===== config.mk =====
export PLATFORM = sky130hd
export DESIGN_NAME = radar_position_tracker
export DESIGN_NICKNAME = d
export VERILOG_FILES = /design/src/rtl/radar_sim_pkg.sv /design/src/rtl/radar_sat_counter.sv /design/src/rtl/radar_position_tracker.sv
export SDC_FILE = /design/constraint.sdc
export NUM_CORES = 1
export LEC_CHECK = 0
export ABC_AREA = 1
export CORE_ASPECT_RATIO = 1.75
export CORE_MARGIN = 4
export CORE_UTILIZATION = 40
export CTS_CLUSTER_DIAMETER = 80
export DETAILED_ROUTE_END_ITERATION = 6
export DONT_BUFFER_PORTS = 1
export SLEW_MARGIN = 20
export SYNTH_ARGS = -nofsm -noshare
export SYNTH_HDL_FRONTEND = slang
export SYNTH_HIERARCHICAL = 1
export SYNTH_SLANG_ARGS = --single-unit

===== constraint.sdc =====
create_clock -name S_AXIS_ACLK -period 5.25 [get_ports S_AXIS_ACLK]
set_input_delay 0.525 -clock S_AXIS_ACLK [delete_from_list [all_inputs] [get_ports S_AXIS_ACLK]]
set_output_delay 0.525 -clock S_AXIS_ACLK [all_outputs]
set_load 0.01 [all_outputs]

===== src/rtl/radar_sim_pkg.sv =====
// Shared definitions for the radar simulation blocks: tracker state encoding
// and common widths.
package radar_sim_pkg;

  typedef enum logic [1:0] {
    S_UNCAL    = 2'd0,
    S_WAIT_ARP = 2'd1,
    S_TRACK    = 2'd2
  } track_state_e;

  localparam int REV_ERR_CNT_W = 8;
  localparam int DATA_WIDTH_DEF = 32;

endpackage


===== src/rtl/radar_sat_counter.sv =====
// Saturating up-counter with synchronous clear.
// When clear and increment arrive together, the counter restarts at 1.
module radar_sat_counter #(
  parameter int WIDTH = 8
) (
  input  logic             clk,
  input  logic             rst,
  input  logic             clr,
  input  logic             inc,
  output logic [WIDTH-1:0] cnt
);

  logic [WIDTH-1:0] cnt_q;
  logic [WIDTH-1:0] cnt_d;
  logic [WIDTH-1:0] base;

  // Next count: optional clear, then increment unless already all-ones.
  always_comb begin
    // NOTE: every combinational output gets a default first so no path leaves it unassigned (no latch).
    base  = clr ? '0 : cnt_q;
    cnt_d = base;
    if (inc && (base != '1)) cnt_d = base + WIDTH'(1);
  end

  // Count register with synchronous active-high reset.
  always_ff @(posedge clk) begin
    // NOTE: sequential state uses non-blocking assignments so all flops update together at the edge.
    if (rst) cnt_q <= '0;
    else     cnt_q <= cnt_d;
  end

  assign cnt = cnt_q;

endmodule


===== src/rtl/radar_position_tracker.sv =====
// Tracks antenna azimuth (ACPs since ARP), range time (us since trigger) and
// triggers per revolution, and checks each revolution against the calibrated
// ACP count, dropping sync after SYNC_TOL consecutive bad revolutions.
module radar_position_tracker
  import radar_sim_pkg::*;
#(
  parameter int DATA_WIDTH = DATA_WIDTH_DEF,
  parameter int SYNC_TOL   = 3
) (
  input  logic                     S_AXIS_ACLK,
  input  logic                     S_AXIS_ARESET,
  input  logic                     RADAR_ARP_PE,
  input  logic                     RADAR_ACP_PE,
  input  logic                     RADAR_TRIG_PE,
  input  logic                     USEC_PE,
  input  logic                     CALIBRATED,
  input  logic [DATA_WIDTH-1:0]    RADAR_ACP_CNT,
  output logic [DATA_WIDTH-1:0]    AZIMUTH,
  output logic [DATA_WIDTH-1:0]    RANGE_US,
  output logic [DATA_WIDTH-1:0]    TRIG_IDX,
  output logic                     SYNCED,
  output logic                     ACP_OVERRUN,
  output logic                     REV_ERR,
  output logic [REV_ERR_CNT_W-1:0] REV_ERR_CNT
);

  localparam logic [3:0] SYNC_TOL_V = 4'(SYNC_TOL);

  track_state_e          state_q, state_d;
  logic [DATA_WIDTH-1:0] acp_seen_q, acp_seen_d;
  logic [DATA_WIDTH-1:0] azimuth_q, azimuth_d;
  logic                  overrun_q, overrun_d;
  logic [3:0]            bad_q, bad_d;
  logic                  rev_err_q, rev_err_d;
  logic                  trig_clr, trig_inc;
  logic [DATA_WIDTH:0]   rev_count;
  logic [DATA_WIDTH-1:0] limit;
  logic [3:0]            bad_inc;

  // Next-state, revolution check and azimuth clamp.
  always_comb begin
    state_d    = state_q;
    acp_seen_d = acp_seen_q;
    azimuth_d  = azimuth_q;
    overrun_d  = overrun_q;
    bad_d      = bad_q;
    rev_err_d  = 1'b0;
    trig_clr   = 1'b0;
    trig_inc   = 1'b0;
    // A coincident ACP is the last pulse of the ending revolution.
    rev_count  = {1'b0, acp_seen_q} + (DATA_WIDTH+1)'(RADAR_ACP_PE);
    limit      = RADAR_ACP_CNT - DATA_WIDTH'(1);
    bad_inc    = bad_q + 4'd1;

    if (!CALIBRATED) begin
      state_d    = S_UNCAL;
      acp_seen_d = '0;
      azimuth_d  = '0;
      overrun_d  = 1'b0;
      bad_d      = '0;
      trig_clr   = 1'b1;
    end else begin
      case (state_q)
        S_UNCAL: state_d = S_WAIT_ARP;
        S_WAIT_ARP: begin
          // A zero ACP count is unusable; never lock onto it.
          if (RADAR_ARP_PE && (RADAR_ACP_CNT != '0)) begin
            state_d    = S_TRACK;
            acp_seen_d = '0;
            azimuth_d  = '0;
            overrun_d  = 1'b0;
            bad_d      = '0;
            trig_clr   = 1'b1;
            trig_inc   = RADAR_TRIG_PE;
          end
        end
        S_TRACK: begin
          if (RADAR_ACP_CNT == '0) begin
            state_d    = S_WAIT_ARP;
            acp_seen_d = '0;
            azimuth_d  = '0;
            overrun_d  = 1'b0;
            trig_clr   = 1'b1;
          end else if (RADAR_ARP_PE) begin
            if (rev_count != {1'b0, RADAR_ACP_CNT}) begin
              rev_err_d = 1'b1;
              bad_d     = bad_inc;
              if (bad_inc >= SYNC_TOL_V) state_d = S_WAIT_ARP;
            end else begin
              bad_d = '0;
            end
            acp_seen_d = '0;
            azimuth_d  = '0;
            overrun_d  = 1'b0;
            // A trigger on the ARP cycle is the first of the new revolution.
            trig_clr   = 1'b1;
            trig_inc   = RADAR_TRIG_PE;
          end else begin
            if (RADAR_ACP_PE) begin
              acp_seen_d = acp_seen_q + DATA_WIDTH'(1);
              if (acp_seen_d > limit) begin
                azimuth_d = limit;
                overrun_d = 1'b1;
              end else begin
                azimuth_d = acp_seen_d;
              end
            end
            trig_inc = RADAR_TRIG_PE;
          end
        end
        default: state_d = S_UNCAL;
      endcase
    end
  end

  // Tracker state registers.
  always_ff @(posedge S_AXIS_ACLK) begin
    if (S_AXIS_ARESET) begin
      state_q    <= S_UNCAL;
      acp_seen_q <= '0;
      azimuth_q  <= '0;
      overrun_q  <= 1'b0;
      bad_q      <= '0;
      rev_err_q  <= 1'b0;
    end else begin
      state_q    <= state_d;
      acp_seen_q <= acp_seen_d;
      azimuth_q  <= azimuth_d;
      overrun_q  <= overrun_d;
      bad_q      <= bad_d;
      rev_err_q  <= rev_err_d;
    end
  end

  // Range time: trigger restarts it, otherwise the 1 us tick advances it.
  radar_sat_counter #(.WIDTH(DATA_WIDTH)) u_range (
    .clk (S_AXIS_ACLK),
    .rst (S_AXIS_ARESET),
    .clr (RADAR_TRIG_PE),
    .inc (USEC_PE && !RADAR_TRIG_PE),
    .cnt (RANGE_US)
  );

  radar_sat_counter #(.WIDTH(DATA_WIDTH)) u_trig_idx (
    .clk (S_AXIS_ACLK),
    .rst (S_AXIS_ARESET),
    .clr (trig_clr),
    .inc (trig_inc),
    .cnt (TRIG_IDX)
  );

  radar_sat_counter #(.WIDTH(REV_ERR_CNT_W)) u_rev_err_cnt (
    .clk (S_AXIS_ACLK),
    .rst (S_AXIS_ARESET),
    .clr (1'b0),
    .inc (rev_err_d),
    .cnt (REV_ERR_CNT)
  );

  assign AZIMUTH     = azimuth_q;
  assign SYNCED      = (state_q == S_TRACK);
  assign ACP_OVERRUN = overrun_q;
  assign REV_ERR     = rev_err_q;

endmodule


==> metrics.md <==
| Metric | Value |
|---|---|
| Initial antenna violation count | 0 |
| EDFF count, synth | 0 |
| Largest net degree at the start of global routing | 66 |
| Period utilisation layout | 80.05% |
| CTS root buffer | clkbuf_16 |
| Die X-Extent | 138.4 µm |
| Overall global routing resource usage | 25.83% |
| # clock sinks | 144 |
| Die Area | 32700 µm² |
| Final hold viol count | 0 |
| CTS Buf Count | 17 |
| Drt wl/cell | 18.65 µm |
| CTS max path bufs | 2 |
| Max-cap violations | 0 |
| Yosys reg bits | 144 |
| RSZ-0062 raised after global routing | no |
| N_diodes | 0 |
| Slew headroom | a little over a third |
| Io pins | 146 |
| Post-synth cell types | 48 |
| Count of pins over their slew limit | 0 |
| CTS tree | built |
| Critical Path Fanout Max | 31 |
| Max Used Layer | met4 |
| Asr flop ratio synth | 0% |
| Type of the worst setup path | flip-flop to flip-flop |
| First-pass DRT Iterations | 5 |
| YS warnings | 6 |
| ANT nets after route | 0 |
| Most used flip-flop cell after synthesis | dfxtp_1 |
| Skew final | around 0.013 ns |
| Post-cts resize count | 0 |
| Worst setup SP type | flip-flop |
| Hold slack final | 0.1449 ns |
| Fmax | 0.2379 GHz |
| Met1 WL | 13.88 mm |
| Most common cell after layout, fill and taps aside | nand2_1 |
| Pwr per Cell Area | 198.2 nW/µm² |
| DRT iter0 DRCs | slightly below 700 |
| Placed Area | roughly 12000 µm² |
| Leakage power | ~5.2 nW |
| GP Congestion | 1.048 |
| Met3 Routed Length | 2.669 mm |
| Worst EP arrival | 4.50 ns |
| Post-CTS setup buffers | 0 |
| Tightest Pin Transition | 0.9738 ns |
| Clock latency on the worst-skew pair | 0.45 ns |
| Met2 routed WL | approximately 23 mm |
| Core area | 29390 µm² |
| Via/cell ratio | 5.224 |
| Share of cells above drive strength 1 | 11.27% |
| Hold WC Path Type | input pin to flip-flop |
| Port Buffers | 0 |
| Syn Std Cell Area | 11910 µm² |
| Setup tns final | 0 ns |
| # H-tree levels | 4 |
| DRC Markers | 0 |
| Critical path required time | around 5.5 ns |
| # rows | 83 |
| Crit. End Element | flip-flop |
| Vias in the first global route | 11900 |
| Final setup viols | 0 |
| Gate Count Post-Synth | 1919 |
| Synthesized area per cell | 6.204 µm² |
| Die H | 236.2 µm |
| Design area | 12610 µm² |
| Detailed Route WL | approximately 43 mm |
| Hold-fix buffers at CTS | 0 |
| Grt total ovfl | 0 |
| Vias | 11960 |
| Final Util | 42.89% |
| Layout area overhead | 5.885% |
| HPWL Detailed | 34.00 mm |
| Worst vdd ir | about 0.24 mV |
| Tot Pwr | ~0.0025 W |
| Clock-pin slew on the worst setup and hold paths | 0.07 ns |
| Most frequent cells in the layout | nand2_1 (543), nor2_1 (239), inv_1 (212) |
| Final nets | 1975 |
| Initial Util | 40.51% |
| Sequential area share after synthesis | 24.21% |
| Run status | finished, final reports clean |
| Period minus WS final | about 4.2 ns |
| First-pass GRT wire length | 66.07 mm |
==> critical path, cell delays in order (launching register included) <==
cell	delay [ns]
dfxtp_1	0.59
nand2_2	0.22
nor2_4	0.19
inv_2	0.09
nor3_2	0.48
nand2_1	0.17
xor2_1	0.21
inv_1	0.08
ha_1	0.28
nand2_1	0.05
nor2_1	0.17
nand4_1	0.21
nor4b_1	0.42
nand2_1	0.10
nand3_1	0.10
buf_4	0.37
nand3_1	0.11
nand3_1	0.14
a21oi_1	0.07
==> where the power goes <==
group | internal (W) | switching [W]
clock network | 0.000663 | 0.000528
logic | 0.0000576 | 0.000152
registers | 0.00110 | 0.00000290
total | 0.00182 | 0.000683
==> area by class of cell <==
cell class,count,area [µm²]
clock buffer,19,442.9
clock inverter,12,110.1
fill,3170,16780
inverter,232,878.3
multi-input combinational,1488,7724
sequential,144,2883
tap,382,478.0
timing repair buffer,12,90.09
==> cells in the mapped netlist, types with 17 or more instances <==
cell	number	area share (%)
nor2_2	33	1.7
ha_1	41	4.3
xnor2_1	23	1.7
nand4_1	28	1.5
nor2_4	26	2.5
dfxtp_1	144	24
nand2_1	543	17
a21oi_1	136	5.7
nor2_1	239	7.5
buf_2	19	0.80
xor2_1	55	4.0
o21ai_0	18	0.76
nand3_1	208	8.7
nor3_1	17	0.71
nand3_2	19	1.6
inv_1	212	6.7
nand2_2	35	1.8
==> through the flow <==
step | setup WS, ns | std cells
global placement | 0.8279 | 2258
global route | 0.6138 | 2289
detailed placement | 0.7957 | 2258
finish | 1.047 | 2289
floorplan | 1.824 | 1923
CTS | 1.068 | 2289
==> final timing paths <==
| kind | slack [ns] | cells past startpoint | start | endpoint |
|---|---|---|---|---|
| worst min register to register | 0.51 | 2 | bad_q[1] | bad_q[1] |
| worst max-delay path | 1.05 | 18 | acp_seen_q[10] | AZIMUTH[11] |
| worst max register to register | 1.05 | 18 | acp_seen_q[10] | AZIMUTH[11] |
| worst min-delay path | 0.14 | 1 | S_AXIS_ARESET | u_range/cnt[31] |
==> flip-flops by register name, summed over array words and instances (netlist names), 2 cells and up <==
signal and flops:
AZIMUTH 32, acp_seen_q 32, bad_q 4, state_q 2, u_range/cnt 32, u_rev_err_cnt/cnt 8, u_trig_idx/cnt 32
==> metal layers <==
layer / global-route usage, % / vias to the layer above
met5: 0 / -
met4: 19.42 / 0
met3: 6.471 / 155
met2: 48.80 / 385
met1: 23.20 / 5392
li1: - / 6026
==> cells by family (layout without fill, tap and decap cells) <==
logic type | Yosys count | count (layout) | synth area share, %
xor gates and xnor gates | 79 | 79 | 5.875
and+or+nand+nor | 1186 | 1186 | 46.40
buffers and inverters | 291 | 275 | 11.04
other | 1 | 5 | 0.03150
adders and majority gates | 41 | 41 | 4.309
DFF | 144 | 144 | 24.21
AOI/OAI and AO/OA | 177 | 177 | 8.134
Note: power is estimated with default switching activity, not from simulation.
